===== config.mk =====
export PLATFORM = sky130hd
export DESIGN_NAME = sdf_btf_ctrl
export DESIGN_NICKNAME = d
export VERILOG_FILES = /design/src/rtl/sdf_pkg.sv /design/src/rtl/shiftreg.sv /design/src/rtl/sdf_btf_ctrl.sv
export SDC_FILE = /design/constraint.sdc
export NUM_CORES = 1
export LEC_CHECK = 0
export ABC_AREA = 0
export CORE_UTILIZATION = 31
export CTS_BUF_LIST = sky130_fd_sc_hd__clkbuf_8
export DETAILED_ROUTE_END_ITERATION = 12
export PLACE_DENSITY = 0.51
export SLEW_MARGIN = 10
export SYNTH_ARGS = -nofsm -noshare
export SYNTH_HDL_FRONTEND = slang
export SYNTH_HIERARCHICAL = 1
export SYNTH_SLANG_ARGS = --single-unit

===== constraint.sdc =====
create_clock -name clk -period 2.6 [get_ports clk]
set_input_delay 0.52 -clock clk [delete_from_list [all_inputs] [get_ports clk]]
set_output_delay 0.52 -clock clk [all_outputs]
set_load 0.02 [all_outputs]

===== src/rtl/sdf_pkg.sv =====
// -----------------------------------------------------------------------------
// sdf_pkg
// Shared definitions for the SDF NTT stage controllers:
//   state_t    - controller FSM encoding (2 bits)
//   clog2      - ceiling log2, used for counter widths
//   HALF_SPAN  - butterfly half-span D = N >> (STAGE+1)
//   STAGE_LAT  - input-to-output latency of one stage, D + 1 + DELAY_BTF
// -----------------------------------------------------------------------------
package sdf_pkg;

    typedef enum logic [1:0] {
        ST_IDLE  = 2'd0,
        ST_RUN   = 2'd1,
        ST_FLUSH = 2'd2,
        ST_DRAIN = 2'd3
    } state_t;

    function automatic int clog2(input int value);
        int r;
        r = 0;
        while ((1 << r) < value) begin
            r = r + 1;
        end
        return r;
    endfunction

    function automatic int HALF_SPAN(input int logn, input int stage);
        return (1 << logn) >> (stage + 1);
    endfunction

    function automatic int STAGE_LAT(input int logn, input int stage, input int delay_btf);
        return HALF_SPAN(logn, stage) + 1 + delay_btf;
    endfunction

endpackage


===== src/rtl/shiftreg.sv =====
// -----------------------------------------------------------------------------
// shiftreg
// Fixed-length delay line of DEPTH registers, WIDTH bits wide.
//   clk   in   clock
//   rst   in   asynchronous active-low reset, clears every stage
//   clr   in   synchronous clear of every stage (discards in-flight data)
//   din   in   WIDTH  data entering the line
//   dout  out  WIDTH  din delayed by DEPTH cycles
// -----------------------------------------------------------------------------
module shiftreg #(
    parameter int WIDTH = 1,
    parameter int DEPTH = 1
) (
    input  logic             clk,
    input  logic             rst,
    input  logic             clr,
    input  logic [WIDTH-1:0] din,
    output logic [WIDTH-1:0] dout
);

    logic [WIDTH-1:0] stage_reg [DEPTH];

    always_ff @(posedge clk or negedge rst) begin
        if (!rst) begin
            for (int i = 0; i < DEPTH; i++) begin
                stage_reg[i] <= '0;
            end
        end else if (clr) begin
            for (int i = 0; i < DEPTH; i++) begin
                stage_reg[i] <= '0;
            end
        end else begin
            stage_reg[0] <= din;
            for (int i = 1; i < DEPTH; i++) begin
                stage_reg[i] <= stage_reg[i-1];
            end
        end
    end

    assign dout = stage_reg[DEPTH-1];

endmodule


===== src/rtl/sdf_btf_ctrl.sv =====
// -----------------------------------------------------------------------------
// sdf_btf_ctrl
// Stage controller for one single-path delay feedback NTT stage (CT butterfly).
// Counts the samples of one transform and drives the stage control signals.
//   clk        in   clock
//   rst        in   asynchronous active-low reset
//   start      in   request a transform (sampled only in IDLE)
//   intt       in   1 = inverse transform, latched on accepted start
//   in_valid   in   input sample present; must be contiguous for N cycles
//   busy       out  1 in every state except IDLE
//   fb_sel     out  1 = butterfly consumes, 0 = input written to the FIFO
//   tw_addr    out  LOGN  {intt, twiddle index}; MSB selects the ROM bank
//   out_sel    out  1 = output from butterfly out_a, 0 = from FIFO head
//   out_valid  out  stage output sample valid
//   done       out  one-cycle pulse after the last output sample
//   err        out  sticky: in_valid dropped mid-transform
// -----------------------------------------------------------------------------
module sdf_btf_ctrl
    import sdf_pkg::*;
#(
    parameter int LOGN      = 12,
    parameter int STAGE     = 0,
    parameter int DELAY_BTF = 7
) (
    input  logic            clk,
    input  logic            rst,
    input  logic            start,
    input  logic            intt,
    input  logic            in_valid,
    output logic            busy,
    output logic            fb_sel,
    output logic [LOGN-1:0] tw_addr,
    output logic            out_sel,
    output logic            out_valid,
    output logic            done,
    output logic            err
);

    localparam int N      = 1 << LOGN;
    localparam int D      = HALF_SPAN(LOGN, STAGE);
    localparam int KW     = LOGN + 1;
    localparam int IW     = LOGN - 1;
    localparam int PH_BIT = LOGN - 1 - STAGE;
    localparam int DW     = clog2(DELAY_BTF + 1);

    localparam logic [KW-1:0] IDX_MASK    = KW'(D - 1);
    localparam logic [KW-1:0] K_D         = KW'(D);
    localparam logic [KW-1:0] K_LAST      = KW'(N - 1);
    localparam logic [KW-1:0] K_FLUSH_END = KW'(N + D - 1);
    localparam logic [DW-1:0] DRAIN_LAST  = DW'(DELAY_BTF);

    if (STAGE >= LOGN || STAGE < 0 || LOGN < 2 || DELAY_BTF < 1) begin : g_param_check
        $error("sdf_btf_ctrl: illegal parameters LOGN=%0d STAGE=%0d DELAY_BTF=%0d",
               LOGN, STAGE, DELAY_BTF);
    end

    state_t          state_reg;
    logic [KW-1:0]   k_reg;
    logic [DW-1:0]   drain_reg;
    logic            intt_reg;
    logic            valid_reg;
    logic [IW-1:0]   idx_shift;
    logic            abort;
    logic [1:0]      sr_out;

    // Twiddle index: position inside the half-span, scaled by the stage's
    // twiddle stride. idx < D so the shifted value never exceeds IW bits.
    assign idx_shift = IW'((k_reg & IDX_MASK) << STAGE);

    // A missing sample in RUN aborts the transform; the delayed control
    // pipeline is wiped so no partial transform is reported as valid.
    assign abort = (state_reg == ST_RUN) && !in_valid;

    always_ff @(posedge clk or negedge rst) begin
        if (!rst) begin
            state_reg <= ST_IDLE;
            k_reg     <= '0;
            drain_reg <= '0;
            intt_reg  <= 1'b0;
            valid_reg <= 1'b0;
            busy      <= 1'b0;
            fb_sel    <= 1'b0;
            tw_addr   <= '0;
            done      <= 1'b0;
            err       <= 1'b0;
        end else begin
            done      <= 1'b0;
            fb_sel    <= 1'b0;
            valid_reg <= 1'b0;
            case (state_reg)
                ST_IDLE: begin
                    if (start) begin
                        intt_reg  <= intt;
                        k_reg     <= '0;
                        err       <= 1'b0;
                        busy      <= 1'b1;
                        state_reg <= ST_RUN;
                    end
                end
                ST_RUN: begin
                    if (in_valid) begin
                        fb_sel    <= k_reg[PH_BIT];
                        tw_addr   <= {intt_reg, idx_shift};
                        // The first D samples only fill the delay line.
                        valid_reg <= (k_reg >= K_D);
                        k_reg     <= k_reg + 1'b1;
                        if (k_reg == K_LAST) begin
                            state_reg <= ST_FLUSH;
                        end
                    end else begin
                        err       <= 1'b1;
                        busy      <= 1'b0;
                        state_reg <= ST_IDLE;
                    end
                end
                ST_FLUSH: begin
                    // Phase 0 with zero input pushes the last D stored out_b
                    // values out of the delay line.
                    tw_addr   <= {intt_reg, idx_shift};
                    valid_reg <= 1'b1;
                    k_reg     <= k_reg + 1'b1;
                    if (k_reg == K_FLUSH_END) begin
                        drain_reg <= '0;
                        state_reg <= ST_DRAIN;
                    end
                end
                ST_DRAIN: begin
                    if (drain_reg == DRAIN_LAST) begin
                        busy      <= 1'b0;
                        done      <= 1'b1;
                        state_reg <= ST_IDLE;
                    end else begin
                        drain_reg <= drain_reg + 1'b1;
                    end
                end
                default: begin
                    state_reg <= ST_IDLE;
                end
            endcase
        end
    end

    // Both delayed controls travel through the butterfly latency together.
    shiftreg #(
        .WIDTH (2),
        .DEPTH (DELAY_BTF)
    ) u_btf_delay (
        .clk  (clk),
        .rst  (rst),
        .clr  (abort),
        .din  ({fb_sel, valid_reg}),
        .dout (sr_out)
    );

    assign out_sel   = sr_out[1];
    assign out_valid = sr_out[0];

endmodule

==> results.txt, run 1 <==
status -> complete, no violations
total gr overflow -> 0
Post-CTS Setup Bufs -> 0
CTS max path bufs -> 2
syn avg cell area -> 11.3 um2
Final Cycle Share -> 86.5%
CP endpoint kind -> flip-flop
# setup viols final -> 0
ant diodes -> 0
number of port buffers -> 22
Cells after Synth -> 210
HP Class -> in2async
I/O pin total -> 23
initial antenna violation count -> 0
max_slew headroom -> 64.5%
Routed Antenna Nets -> 0
Synth async-reset ratio -> 100%
H-tree lvl count -> 2
Crit path required time -> 2.79 ns
max_cap viols -> 0
final WL -> 4600 um
layout cells sized above 1 -> 17.2%
YS warnings -> 6
die area -> 7990 um2
GRT Total Usage -> 13.1%
HPWL after detailed placement -> 3330 um
TritonCTS clock tree -> built
via count -> 1649
Via density -> 4.89
FF+latch count, synth -> 50
Fin. Hold Viols -> 0
first-pass GRT wire length -> 7800 um
Worst Skew -> 0.00483 ns
chip width -> 89.4 um
top cell type's share of synthesized area -> 52.9%
Routability Congestion -> 0.881
Resized Gates After CTS -> 0
Clk pin slew, worst setup/hold paths -> 0.09 ns
Critical Path Source Type -> flip-flop
Seq/Total Area, Yosys -> 52.9%
setup_tns -> 0 ns
kind of critical path -> reg2reg
IR drop worst, VDD -> 255 uV
vias in the first global route -> 1531
number of flops mapped to enable cells by yosys -> 0
fmax -> 0.445 GHz
hold buffer count at CTS -> 0
Worst-Margin Slew -> 0.527 ns
ys flop type -> dfrtp_1
later-pin clock latency in the skew report -> 0.30 ns
crit path time final -> 2.25 ns
Final Max Slew Viols -> 0
Pwr Total -> 2.13 mW
CTS Root Cell -> clkbuf_8
top post-synthesis cells by area -> dfrtp_1 (53%), ha_1 (5.3%), mux2_2 (4.3%), o21ai_0 (3.8%), nor2b_2 (3.7%)
core box area -> 7330 um2
clk sinks -> 50
Post-Syn Area -> 2370 um2
Routed wire per std cell -> 13.7 um
Nets -> 252
total CTS buffers -> 5
row cnt -> 31
Largest register FFs -> 13
Initial Util -> 32.3%
leakage power -> 1.22 nW
largest net degree at the start of global routing -> 21
Mapped Nets -> 225
P per Cell Area -> 758 nW/um2
RSZ-0062 raised after global routing -> no
drt first pass iters -> 4
die height -> 89.4 um
Netlist cell types -> 48
DR iter-0 viols -> 86
post-synth top area cell -> dfrtp_1
DRC viols -> 0
worst endpoint data arrival time -> 2.44 ns
crit path max fanout -> 7
area grow syn2layout -> 18.6%
through the flow:
step	std cells	hold slack (ns)	instance area, um2	setup slack (ns)	utilization (%)
final	337	0.106	2810	0.351	38.3
after global routing	337	0.116	2810	0.202	38.3
after CTS	337	0.117	2810	0.350	38.3
after detailed placement	329	0.442	2690	0.366	36.7
after global placement	329	0.439	2690	0.395	36.7
after floorplan	210	0.224	2370	0.535	-
worst max-delay path: stages, from the launching register on:
cell	delay (ns)
dfrtp_1	0.41
ha_1	0.28
nand4_2	0.16
or4_1	0.67
mux2_4	0.33
a211o_1	0.29
Yosys cell counts, types with 2 or more instances:
cell type	instances
buf_6	2
nor2_1	9
clkbuf_1	2
nor2b_2	10
xnor2_1	2
o21ai_0	18
mux2_2	9
ha_1	10
buf_4	3
a21oi_1	7
mux2i_1	2
or4_1	3
a211oi_1	2
o31ai_1	5
nand2b_1	2
and3_1	5
nand4_1	2
nor2b_1	2
dfrtp_1	50
and2b_1	3
inv_1	11
or3_2	3
nor4_1	2
nand3_1	6
nand2_1	15
a211o_1	2
nor3_1	2
metal layers:
layer / share of wire (%) / global-route usage (%) / vias to the layer above
li1: - / - / 797
met1: 51 / 18.0 / 809
met2: 44 / 19.8 / 38
met3: 4.0 / 3.42 / 5
met4: 0.98 / 4.76 / 0
met5: 0 / 0 / -
logic make-up after synthesis:
family	Yosys count	synth area share (%)
AO/OA/AOI/OAI	44	12.2
XOR/XNOR	2	0.740
adder cells (fa/ha/maj)	10	5.29
buffers and inverters	19	4.18
flip-flops	50	52.9
multiplexers	12	5.76
AND/OR/NAND/NOR	73	19.0
path summary, 6_finish.rpt:
kind / startpoint / endpoint / slack (ns) / cells past startpoint
worst max-delay path: k_reg[0] / drain_reg[2] / 0.35 / 5
max in group asynchronous: rst / k_reg[4] / 1.91 / 2
worst max register to register: k_reg[0] / drain_reg[2] / 0.35 / 5
min in group clk: u_btf_delay/stage_reg[13] / u_btf_delay/stage_reg[11] / 0.46 / 1
worst min-delay path: rst / u_btf_delay/dout[1] / 0.11 / 1
worst min register to register: u_btf_delay/stage_reg[13] / u_btf_delay/stage_reg[11] / 0.46 / 1
cells in the final DEF, fill, tap and decap left out, types with 2 or more instances in the layout:
cell,instances
nand2b_1,2
ha_1,10
dfrtp_1,50
a211o_1,2
clkinvlp_4,2
nor3_1,2
nor2b_1,2
buf_4,6
and2b_1,3
or4_1,3
mux2_2,9
a21oi_1,7
o31ai_1,5
nand2_1,15
nor2_1,9
nor4_1,2
and3_1,5
inv_1,11
clkbuf_8,5
clkdlybuf4s50_1,21
nor2b_2,10
mux2i_1,2
o21ai_0,18
nand4_1,2
nand3_1,6
a211oi_1,2
xnor2_1,2
or3_2,3
power by group:
part / internal, mW / switching (mW)
clock: 0.286 / 0.262
sequential: 0.869 / 0.0717
combinational: 0.264 / 0.374
total: 1.42 / 0.707
area by class of cell:
cell class / instances / area [um2]
Fill cell: 738 / 4520
Sequential cell: 50 / 1250
Multi-Input combinational cell: 141 / 1020
Timing Repair Buffer: 28 / 260
Tap cell: 99 / 124
Clock buffer: 5 / 68.8
Clock inverter: 3 / 45.0
Inverter: 11 / 41.3
Power figures use the tool's default switching activity.
==> run 2: changes to the inputs <==
==> constraint.sdc (replaced) <==
create_clock -name clk -period 2.6 [get_ports clk]
set_input_delay 0.52 -clock clk [delete_from_list [all_inputs] [get_ports clk]]
set_output_delay 0.52 -clock clk [all_outputs]
set_load 0.1 [all_outputs]
==> run 2 against run 1 <==
Net effect: die area unchanged; count of clock-buffer cells in the layout is the same; worst hold slack better by 0.0081 ns; critical endpoint unchanged; combinational power up 47%; via count down 0.91%; design area fell by 1.8%; highest routed layer unchanged; clock skew rose by 0.0029 ns.
==> results.txt, run 2 (same netlist as run 1, synthesis figures left out) <==
Worst-Margin Slew -> 0.525 ns
Final Max Slew Viols -> 0
CP max-delay cell -> or4_1
status -> complete, no violations
ant diodes -> 0
P per Cell Area -> 876 nW/um2
Nets -> 252
drt first pass iters -> 4
DR iter-0 viols -> 112
Fillers -> 741
crit path time final -> 2.29 ns
initial antenna violation count -> 0
FF-to-FF Start -> k_reg[0]
Initial Util -> 32.3%
I/O pin total -> 23
DP Worst Slack -> 0.335 ns
H-tree lvl count -> 2
met2 Track Usage GR -> 19.2%
cells along the critical path -> ha_1 -> nand4_2 -> or4_1 -> mux2_4 -> a211o_1
chip width -> 89.4 um
Multi-input gate area -> 1020 um2
R2R setup slack -> 0.31 ns
HP Class -> in2async
Critical Path Source Type -> flip-flop
fmax -> 0.436 GHz
die height -> 89.4 um
GRT Total Usage -> 12.8%
layout cells sized above 1 -> 24.8%
most frequent cells in the layout -> dfrtp_1 (50), buf_4 (24), o21ai_0 (18)
leakage power -> 1.26 nW
max_slew headroom -> 64.6%
DRC viols -> 0
later-pin clock latency in the skew report -> 0.30 ns
core box area -> 7330 um2
CTS Root Cell -> clkbuf_8
Worst Skew -> 0.00778 ns
TritonCTS clock tree -> built
RSZ-0062 raised after global routing -> no
final WL -> 4510 um
Crit path required time -> 2.78 ns
row cnt -> 31
largest net degree at the start of global routing -> 22
setup_tns -> 0 ns
R2R Path End -> drain_reg[2]
CTS max path bufs -> 2
first-pass GRT wire length -> 7730 um
Clk pin slew, worst setup/hold paths -> 0.09 ns
worst endpoint data arrival time -> 2.47 ns
Routed Antenna Nets -> 0
max_cap viols -> 0
vias in the first global route -> 1553
Via density -> 4.85
Sequential Area -> 1250 um2
# setup viols final -> 0
area grow syn2layout -> 16.5%
number of port buffers -> 22
grt met1 use -> 18.5%
clk sinks -> 50
total CTS buffers -> 5
IR drop worst, VDD -> 350 uV
kind of critical path -> reg2reg
HPWL after detailed placement -> 3290 um
worst r2r path cells -> 5
Routability Congestion -> 0.840
Post-CTS Setup Bufs -> 0
met3 Resource Use GR -> 2.49%
Final Cycle Share -> 88.2%
Slowest Stage Delay on Critical Path -> 0.67 ns
total gr overflow -> 0
crit path max fanout -> 7
setup ws final -> 0.307 ns
via count -> 1634
most common cell after layout, fill and taps aside -> dfrtp_1
Routed wire per std cell -> 13.4 um
hold buffer count at CTS -> 0
CP endpoint kind -> flip-flop
Fin. Hold Viols -> 0
Largest register FFs -> 13
Resized Gates After CTS -> 0
die area -> 7990 um2
grt peak-use layer -> met2
## run 2: cell count changes in the layout (fill, tap and decap cells not counted), sizes merged
cell	before	now
clkinv	0	2
clkdlybuf4s50	21	3
buf	7	25
clkinvlp	2	0
## run 2: metrics by stage
step	power (mW)	util [%]	hold WS (ns)	cell area, um2	cells
floorplan	1.66	-	0.224	2370	210
global placement	1.90	36.1	0.435	2650	329
detailed placement	1.91	36.1	0.448	2650	329
CTS	2.46	37.6	0.118	2760	337
global route	2.57	37.6	0.130	2760	337
finish	2.41	37.6	0.114	2760	337
## run 2: report_power, final
group,switching (mW),internal (mW),leakage [nW],total (mW)
combinational,0.694,0.244,0.537,0.938
sequential,0.0743,0.869,0.668,0.944
clock,0.249,0.283,0.0579,0.532
## run 2: how the worst max path moves through the flow
stage / startpoint / end / cells after the start
final: k_reg[0] / drain_reg[2] / 5
after global routing: k_reg[0] / drain_reg[2] / 5
after CTS: k_reg[0] / drain_reg[2] / 5
after detailed placement: k_reg[0] / drain_reg[2] / 5
after global placement: in_valid / k_reg[9] / 6
after floorplan: k_reg[0] / drain_reg[1] / 6
## run 2: area by class of cell
| cell class | instances | area share (%) |
|---|---|---|
| Tap cell | 99 | 4.49 |
| Sequential cell | 50 | 45.4 |
| Clock inverter | 3 | 1.45 |
| Multi-Input combinational cell | 141 | 36.9 |
| Timing Repair Buffer | 28 | 7.81 |
| Inverter | 11 | 1.50 |
| Clock buffer | 5 | 2.50 |
## run 2: critical path: cells and delay by family (launching register included)
kind	cells	cell delay (ns)
AO/OA/AOI/OAI	1	0.29
adder cells (fa/ha/maj)	1	0.29
flip-flops	1	0.42
multiplexers	1	0.33
AND/OR/NAND/NOR	2	0.84
## run 2: routing by layer
layer / part of all wire [%] / wire [um] / up-vias
li1: - / - / 800
met1: 51 / 2280 / 794
met2: 44 / 2000 / 36
met3: 3.8 / 170 / 4
met4: 1.4 / 61 / 0
met5: 0 / 0 / -
